**src/rtl/event_encoder4to2_pkg.sv**
```systemverilog
// Shared constants and FSM state encoding for the 4-to-2 event encoder.
// Latency: n/a (declarations only).
// Backpressure: n/a.
package event_encoder4to2_pkg;

    localparam int N_LINES = 4;
    localparam int CODE_W  = 2;

    typedef enum logic {
        IDLE = 1'b0,
        OUT  = 1'b1
    } state_t;

endpackage

```
**src/rtl/event_encoder4to2_pri_enc4.sv**
```systemverilog
// Combinational 4-line priority encoder, highest index wins.
// Latency: 0 cycles (pure combinational).
// Backpressure: none.
module pri_enc4 (
    input  logic [3:0] in,
    output logic [1:0] idx,
    output logic       any
);

    always_comb begin
        idx = 2'd0;
        if (in[3]) begin
            idx = 2'd3;
        end else if (in[2]) begin
            idx = 2'd2;
        end else if (in[1]) begin
            idx = 2'd1;
        end
        any = |in;
    end

endmodule

```
**src/rtl/event_encoder4to2.sv**
```systemverilog
// Captures rising edges on 4 request lines and reports them as binary codes, highest line first.
// Latency: rise sampled on edge N -> valid/code on edge N+1 when idle.
// Backpressure: code/valid held while ready=0; new rises keep accumulating in pending, repeat rises flag overrun.
module event_encoder4to2
    import event_encoder4to2_pkg::*;
#(
    parameter int N_LINES = 4,
    parameter int CODE_W  = 2
) (
    input  logic              clk,
    input  logic              rst_n,
    input  logic              en,
    input  logic [N_LINES-1:0] in,
    input  logic              ready,
    output logic [CODE_W-1:0] code,
    output logic              valid,
    output logic              overrun
);

    logic [N_LINES-1:0] in_q, in_d;
    logic [N_LINES-1:0] pending_q, pending_d;
    logic [N_LINES-1:0] rise, set_v, clr;
    logic [CODE_W-1:0]  code_q, code_d;
    logic [CODE_W-1:0]  sel_idx;
    logic               sel_any;
    logic               valid_q, valid_d;
    logic               overrun_q, overrun_d;
    logic               load;
    state_t             state_q, state_d;

    pri_enc4 u_pri_enc4 (
        .in  (pending_q),
        .idx (sel_idx),
        .any (sel_any)
    );

    always_comb begin
        in_d  = in;
        rise  = in & ~in_q;
        set_v = rise & {N_LINES{en}};

        // A new code is taken whenever the output slot is empty or being consumed this edge.
        load = sel_any && ((state_q == IDLE) || ready);

        clr = '0;
        if (load) begin
            clr[sel_idx] = 1'b1;
        end

        // Set after clear: a rise on the line being loaded re-arms it instead of being lost.
        pending_d = (pending_q & ~clr) | set_v;
        overrun_d = |(set_v & pending_q & ~clr);

        state_d = state_q;
        code_d  = code_q;
        valid_d = valid_q;
        if (load) begin
            state_d = OUT;
            code_d  = sel_idx;
            valid_d = 1'b1;
        end else if ((state_q == OUT) && ready) begin
            state_d = IDLE;
            valid_d = 1'b0;
        end
    end

    always_ff @(posedge clk or negedge rst_n) begin
        if (!rst_n) begin
            in_q      <= '1;
            pending_q <= '0;
            code_q    <= '0;
            valid_q   <= 1'b0;
            overrun_q <= 1'b0;
            state_q   <= IDLE;
        end else begin
            in_q      <= in_d;
            pending_q <= pending_d;
            code_q    <= code_d;
            valid_q   <= valid_d;
            overrun_q <= overrun_d;
            state_q   <= state_d;
        end
    end

    assign code    = code_q;
    assign valid   = valid_q;
    assign overrun = overrun_q;

endmodule
```
**config.mk**
```make
export PLATFORM = sky130hd
export DESIGN_NAME = event_encoder4to2
export DESIGN_NICKNAME = d
export VERILOG_FILES = /design/src/rtl/event_encoder4to2_pkg.sv /design/src/rtl/event_encoder4to2_pri_enc4.sv /design/src/rtl/event_encoder4to2.sv
export SDC_FILE = /design/constraint.sdc
export NUM_CORES = 1
export LEC_CHECK = 0
export ABC_AREA = 1
export CELL_PAD_IN_SITES_DETAIL_PLACEMENT = 2
export CELL_PAD_IN_SITES_GLOBAL_PLACEMENT = 2
export CORE_MARGIN = 2
export CORE_UTILIZATION = 28
export CTS_CLUSTER_DIAMETER = 60
export DETAILED_ROUTE_END_ITERATION = 8
export PLACE_DENSITY = 0.8
export SLEW_MARGIN = 20
export SYNTH_ARGS = -nofsm -noshare
export SYNTH_HDL_FRONTEND = slang
export SYNTH_SLANG_ARGS = --single-unit
```
**constraint.sdc**
```tcl
create_clock -name clk -period 2 [get_ports clk]
set_clock_uncertainty 0.05 [all_clocks]
set_input_delay 0.4 -clock clk [delete_from_list [all_inputs] [get_ports clk]]
set_output_delay 0.4 -clock clk [all_outputs]
set_load 0.01 [all_outputs]
```
==> flow_metrics.tcl, run 1 <==
set metrics [dict create \
    htree_num_levels 1 \
    cts_buffer_depth 2 \
    drcViolationCount 0 \
    fin_nets 75 \
    synth_area_um2 474 \
    stdcell_count 81 \
    cp.depth 1 \
    synth_top_area_share 0.422 \
    maxSlewHeadroom 0.638 \
    cts_root_buffer "clkbuf_4" \
    finalWirelength_um 1060 \
    cp.arrival_ps 1150 \
    max_stage_delay_ps 530 \
    layout_min_cycle_time_ps 1600 \
    grt_overflow 0 \
    max_freq_mhz 626 \
    gp_congestion 0.642 \
    grt_max_degree 13 \
    final_common_cell "nand2_1" \
    seq_area_frac_synth 0.644 \
    fill_cells 166 \
    dp_hpwl_um 810 \
    tns_ps 0 \
    vias 402 \
    r2r_cells 4 \
    tightest_slew_ps 541 \
    drive_gt1_frac 0.138 \
    cts_tree "yes" \
    regArea_um2 305 \
    areaGrowthSynthToFinish_pct 32.2 \
    clk_latency_ps 260 \
    crit_type "flip-flop to primary output" \
    leakagePower_uw 0.000289 \
    cts_resized 0 \
    setup_viol 0 \
    die_y_um 45.2 \
    drtIter0Drc 2 \
    avgRoutedWirePerCell_um 13.0 \
    syn_area_per_cell_um2 9.30 \
    path_clk_slew_ps 70 \
    multiInputGateArea_um2 154 \
    syn_nets 59 \
    max-cap-violations 0 \
    grt_pass1_wl_um 1880 \
    rows 14 \
    start_util 0.308 \
    postRouteAntennaNets 0 \
    synth_seq_cells 12 \
    end_kind "primary output" \
    design.core.area_mm2 0.00154 \
    slew_viol_final 0 \
    cts_hold_buf 0 \
    crit_family "buffers and inverters" \
    ios 12 \
    max-vdd-ir-drop_uv 450 \
    rsz0062_at_grt "false" \
    min_path_type "input pin to async pin" \
    worstPathCellList "clkdlybuf4s50_1" \
    dp_cells 78 \
    outcome "complete, no violations" \
    vias_per_cell 4.96 \
    powerDensity_mw_per_mm2 982 \
    synth_top_area_cell "dfrtp_1" \
    dr.pass1.iters 2 \
    synth_area_leaders "dfrtp_1 (42%), dfstp_2 (22%), nand2_1 (11%)" \
    fin_hold_ws_ps 433 \
    crit_fanout 2 \
    antenna_found_initial 0 \
    slowest_stage "clkdlybuf4s50_1" \
    synthCells 51 \
    cts_setup_buffers 0 \
    worstPathRequired_ps 1550 \
    period_share 0.799 \
    crit_path_start_kind "flip-flop" \
    fin_total_pwr_uw 615 \
    cts_buffers 3 \
    yosysWarningCount 0 \
    ys_types 11 \
    grtUsageTotal 0.131 \
    hold_viol_final 0 \
    cp.buffers_inverters 1 \
    mostFrequentLayoutCells "nand2_1 (14), clkdlybuf4s50_1 (11), dfrtp_1 (8)" \
    port_buffers 11 \
    diodes 0 \
    die_area_mm2 0.00204 \
    grt_pass1_vias 422 \
    dieWidth_um 45.2 \
    cts.sinks 12 \
]
sequential cells by signal, summed over array words and instances, names as in the netlist:
register / cells
code: 2
in_q: 4
overrun: 1
pending_q: 4
valid: 1
final cells by class:
| type | count | area share |
|---|---|---|
| tap | 16 | 0.0319 |
| timing repair buffer | 11 | 0.176 |
| clock buffer | 3 | 0.0359 |
| sequential | 12 | 0.487 |
| multi-input combinational | 35 | 0.246 |
| inverter | 4 | 0.0240 |
final timing paths:
path                            slack, ps                start             endpoint
worst max-delay path                  400  code[1]$_DFFE_PN0P_              code[1]
worst min-delay path                  430                rst_n  code[1]$_DFFE_PN0P_
worst max register to register        920    valid$_DFFE_PN0P_    overrun$_DFF_PN0_
worst min register to register        440  code[0]$_DFFE_PN0P_  code[0]$_DFFE_PN0P_
max in group asynchronous            1090                rst_n    in_q[2]$_DFF_PN1_
min in group clk                      440  code[0]$_DFFE_PN0P_  code[0]$_DFFE_PN0P_
Yosys cell counts:
cell type  number
o22ai_1         1
dfrtp_1         8
nor2_1          7
o21ai_0         5
nand4_1         1
nor2_2          1
nand2_2         1
nand3_1         5
dfstp_2         4
nand2_1        14
inv_1           4
through the flow:
step	cell area (um2)	setup slack [ps]	util
floorplan	474	1010	-
global placement	604	449	0.392
detailed placement	604	401	0.392
CTS	627	383	0.407
global route	627	349	0.407
finish	627	402	0.407
where the power goes:
group | switching (uW) | leakage (uW) | internal, uW
sequential | 25.5 | 0.000144 | 286
clock | 73.9 | 0.0000138 | 69.5
combinational | 79.9 | 0.000131 | 80.4
total | 179 | 0.000289 | 436
kinds of logic after synthesis:
logic type | Yosys count | share of synthesized area
AOI/OAI and AO/OA | 6 | 0.0660
DFF | 12 | 0.644
and+or+nand+nor | 29 | 0.259
buffers and inverters | 4 | 0.0317
metal layers:
metal | vias to the layer above | wire (um) | GRT usage
met1 | 196 | 454 | 0.160
li1 | 194 | - | -
met5 | - | 0 | 0
met2 | 10 | 541 | 0.209
met3 | 2 | 54 | 0.0240
met4 | 0 | 6 | 0.0882
Power figures use the tool's default switching activity.
==> run 2, diff against run 1 <==
--- a/config.mk
+++ b/config.mk
@@ -9,10 +9,10 @@
 export CELL_PAD_IN_SITES_DETAIL_PLACEMENT = 2
 export CELL_PAD_IN_SITES_GLOBAL_PLACEMENT = 2
 export CORE_MARGIN = 2
-export CORE_UTILIZATION = 28
+export CORE_UTILIZATION = 24
 export CTS_CLUSTER_DIAMETER = 60
 export DETAILED_ROUTE_END_ITERATION = 8
-export PLACE_DENSITY = 0.8
+export PLACE_DENSITY = 0.73
 export SLEW_MARGIN = 20
 export SYNTH_ARGS = -nofsm -noshare
 export SYNTH_HDL_FRONTEND = slang
==> constraint.sdc (replaced) <==
create_clock -name clk -period 1.4 [get_ports clk]
set_clock_uncertainty 0.05 [all_clocks]
set_input_delay 0.28 -clock clk [delete_from_list [all_inputs] [get_ports clk]]
set_output_delay 0.28 -clock clk [all_outputs]
set_load 0.01 [all_outputs]
==> flow_metrics.tcl, run 2 (synthesis gave the netlist of run 1 again) <==
set metrics [dict create \
    end_kind "primary output" \
    layout_min_cycle_time_ps 1270 \
    htree_num_levels 1 \
    worstPathCellList "dlygate4sd2_1" \
    worstPathRequired_ps 1070 \
    setup_viol 0 \
    finalWirelength_um 1060 \
    cp.arrival_ps 940 \
    grt_pass1_vias 446 \
    slew_viol_final 0 \
    max_freq_mhz 788 \
    grtUsageTotal 0.106 \
    port_buffers 11 \
    drcViolationCount 0 \
    dieWidth_um 48.5 \
    regArea_um2 305 \
    crit_fanout 2 \
    crit_family "flip-flops" \
    start_util 0.249 \
    final_common_cell "nand2_1" \
    vias_per_cell 4.26 \
    grt_pass1_wl_um 1830 \
    tightest_slew_ps 251 \
    leakagePower_uw 0.000311 \
    avgRoutedWirePerCell_um 11.2 \
    fin_nets 76 \
    cts_root_buffer "clkbuf_4" \
    cts_buffer_depth 2 \
    hold_viol_final 0 \
    fin_total_pwr_uw 932 \
    crit_path_start_kind "flip-flop" \
    dr.pass1.iters 4 \
    cts_tree "yes" \
    postRouteAntennaNets 0 \
    grt_overflow 0 \
    multiInputGateArea_um2 154 \
    rsz0062_at_grt "false" \
    rows 16 \
    cts.sinks 12 \
    outcome "complete, no violations" \
    period_share 0.906 \
    die_area_mm2 0.00235 \
    ios 12 \
    dp_hpwl_um 815 \
    vias 400 \
    path_clk_slew_ps 80 \
    drive_gt1_frac 0.164 \
    areaGrowthSynthToFinish_pct 38.5 \
    finish.utilization 0.345 \
    cp.buffers_inverters 1 \
    clk_latency_ps 270 \
    cts_buffers 3 \
    cts_setup_buffers 0 \
    mostFrequentLayoutCells "nand2_1 (14), dfrtp_1 (8), nor2_1 (7), clkdlybuf4s50_1 (7)" \
    slowest_stage "dfrtp_1" \
    die_y_um 48.5 \
    reg2reg_slack_ps 340 \
    crit_type "flip-flop to primary output" \
    maxSlewHeadroom 0.833 \
    min_path_type "input pin to async pin" \
    antenna_found_initial 0 \
    diodes 0 \
    design.core.area_mm2 0.00190 \
    powerDensity_mw_per_mm2 1420 \
    drtIter0Drc 7 \
    grt_max_degree 13 \
    fill_cells 221 \
    max-vdd-ir-drop_uv 388 \
    max_stage_delay_ps 380 \
    gp_congestion 0.674 \
    max-cap-violations 0 \
]
[run 2: stage by stage]
| step | TNS (ps) | hold WS, ps | setup WS (ps) | area (um2) | instances |
|---|---|---|---|---|---|
| after global routing | 0 | 270 | 86.7 | 657 | 94 |
| after global placement | -87.9 | 415 | -51.6 | 626 | 90 |
| final | 0 | 256 | 131 | 657 | 94 |
| after detailed placement | -165 | 422 | -63.3 | 626 | 90 |
| after CTS | 0 | 258 | 115 | 657 | 94 |
| after floorplan | 0 | -65.6 | 410 | 474 | 51 |
[run 2: what timing repair did]
action / in CTS / in global routing
hold buffers: 0 / 0
setup endpoints to repair: 4 / 0
resized for setup: 4 / 0
[run 2: metal layers]
metal	global-route usage	routed length (um)	part of all wire
met1	0.107	496	0.47
met2	0.174	485	0.46
met3	0.0432	57	0.054
met4	0.0857	17	0.016
met5	0	0	0
[run 2: layout make-up]
class | instances | share of cell area
Timing Repair Buffer | 12 | 0.171
Multi-Input combinational cell | 35 | 0.234
Tap cell | 27 | 0.0514
Sequential cell | 12 | 0.465
Inverter | 4 | 0.0229
Clock buffer | 4 | 0.0552
[run 2: where the power goes]
group	internal [uW]	total, uW	leakage (uW)	switching (uW)
clock network	158	282	0.0000210	124
logic	91.3	206	0.000146	115
registers	409	443	0.000144	34.4
[run 2: path summary, 6_finish.rpt]
kind,start,to,cells after the start
setup / recovery,code[1]$_DFFE_PN0P_,code[1],1
hold / removal,rst_n,code[1]$_DFFE_PN0P_,2
setup reg to reg,valid$_DFFE_PN0P_,overrun$_DFF_PN0_,4
hold reg to reg,code[0]$_DFFE_PN0P_,code[0]$_DFFE_PN0P_,2
max in group asynchronous,rst_n,in_q[2]$_DFF_PN1_,2
min in group clk,in[1],in_q[1]$_DFF_PN1_,1
==> run 3, diff against run 2 <==
--- a/config.mk
+++ b/config.mk
@@ -8,7 +8,7 @@
 export ABC_AREA = 1
 export CELL_PAD_IN_SITES_DETAIL_PLACEMENT = 2
 export CELL_PAD_IN_SITES_GLOBAL_PLACEMENT = 2
-export CORE_MARGIN = 2
+export CORE_MARGIN = 4
 export CORE_UTILIZATION = 24
 export CTS_CLUSTER_DIAMETER = 60
 export DETAILED_ROUTE_END_ITERATION = 8
==> flow_metrics.tcl, run 3 (synthesis gave the netlist of run 1 again) <==
set metrics [dict create \
    vias_per_cell 4.32 \
    maxSlewHeadroom 0.850 \
    areaGrowthSynthToFinish_pct 39.6 \
    tightest_slew_ps 225 \
    p_clk_frac 0.293 \
    setup_viol 0 \
    max_freq_mhz 787 \
    internal_power_uw 664 \
    rsz0062_at_grt "false" \
    postRouteAntennaNets 0 \
    worstPathCellList "dlygate4sd2_1" \
    antenna_found_initial 0 \
    start_util 0.263 \
    clk_latency_ps 270 \
    finalWirelength_um 1120 \
    slowest_stage "dfrtp_1" \
    die_area_mm2 0.00275 \
    grtUsageTotal 0.0939 \
    period_share 0.908 \
    hold_viol_final 0 \
    avgRoutedWirePerCell_um 12.0 \
    power_frac_seq 0.474 \
    max-vdd-ir-drop_uv 533 \
    crit_fanout 2 \
    cts_setup_buffers 0 \
    crit_family "flip-flops" \
    layout_min_cycle_time_ps 1270 \
    cts_buffers 3 \
    cp.arrival_ps 940 \
    port_buffers 11 \
    combPwrFrac 0.233 \
    min_path_type "input pin to async pin" \
    slew_viol_final 0 \
    powerDensity_mw_per_mm2 1410 \
    worstPathRequired_ps 1070 \
    drcViolationCount 0 \
    crit_type "flip-flop to primary output" \
    gp_congestion 0.693 \
    cts_buffer_depth 2 \
    diodes 0 \
    switching_power_uw 272 \
    max-cap-violations 0 \
    outcome "complete, no violations" \
    mostFrequentLayoutCells "nand2_1 (14), dfrtp_1 (8), nor2_1 (7), clkdlybuf4s50_1 (7)" \
    path_clk_slew_ps 80 \
    dp_cells 89 \
    fin_nets 77 \
    grt_pass1_wl_um 1830 \
    grt_pass1_vias 432 \
    dp_hpwl_um 910 \
    grt_overflow 0 \
    leakagePower_uw 0.000315 \
    grt_max_degree 13 \
    cts_resized 4 \
    ios 12 \
    final_common_cell "nand2_1" \
    dr.pass1.iters 2 \
    stdcell_count 93 \
    die_y_um 52.5 \
    cts_tree "yes" \
    tns_ps 0 \
    dieWidth_um 52.5 \
    drive_gt1_frac 0.176 \
    vias 402 \
    fin_hold_ws_ps 262 \
    cts_root_buffer "clkbuf_4" \
    crit_path_start_kind "flip-flop" \
    switching_share 0.290 \
    design.core.area_mm2 0.00180 \
    max_stage_delay_ps 380 \
    rows 15 \
    htree_num_levels 1 \
    reg2reg_slack_ps 330 \
    cts.sinks 12 \
    end_kind "primary output" \
    drtIter0Drc 1 \
    cts_hold_buf 0 \
    cp.buffers_inverters 1 \
]
run 3: cell count changes in the layout (fill, tap and decap cells not counted), sizes merged:
cell	delta
buf	+1
run 3: routing by layer:
| layer | track usage | routed length (um) | up-vias |
|---|---|---|---|
| met5 | 0 | 0 | - |
| met4 | 0.0511 | 0 | 0 |
| met3 | 0.0256 | 73 | 0 |
| met2 | 0.161 | 592 | 10 |
| met1 | 0.104 | 452 | 194 |
| li1 | - | - | 198 |
run 3: final cells by class:
cell class | instances | area (um2)
Fill cell | 223 | 1140
Inverter | 4 | 15.0
Sequential cell | 12 | 305
Tap cell | 25 | 31.3
Timing Repair Buffer | 13 | 120
Clock buffer | 4 | 36.3
Multi-Input combinational cell | 35 | 154
run 3: worst paths after layout:
kind | cells past startpoint | from | endpoint
min in group clk | 1 | in[0] | in_q[0]$_DFF_PN1_
worst max-delay path | 1 | code[0]$_DFFE_PN0P_ | code[0]
worst min register to register | 2 | code[0]$_DFFE_PN0P_ | code[0]$_DFFE_PN0P_
max in group asynchronous | 2 | rst_n | in_q[2]$_DFF_PN1_
worst min-delay path | 2 | rst_n | code[0]$_DFFE_PN0P_
worst max register to register | 5 | pending_q[3]$_DFF_PN0_ | code[1]$_DFFE_PN0P_
run 3: power groups by stage:
| stage | sequential, uW | combinational (uW) | clock (uW) |
|---|---|---|---|
| after detailed placement | 454 | 252 | 0 |
| after global routing | 454 | 250 | 306 |
| after CTS | 446 | 228 | 288 |
| after floorplan | 465 | 91.3 | 0 |
| final | 443 | 218 | 274 |
| after global placement | 449 | 239 | 0 |
run 3: through the flow:
step | setup slack (ps) | cell area, um2 | total power (uW) | utilization
after floorplan | 410 | 474 | 556 | -
after global placement | -34.4 | 631 | 688 | 0.350
after detailed placement | -46.9 | 631 | 706 | 0.350
after CTS | 108 | 662 | 963 | 0.367
after global routing | 81.7 | 662 | 1010 | 0.367
final | 129 | 662 | 936 | 0.367
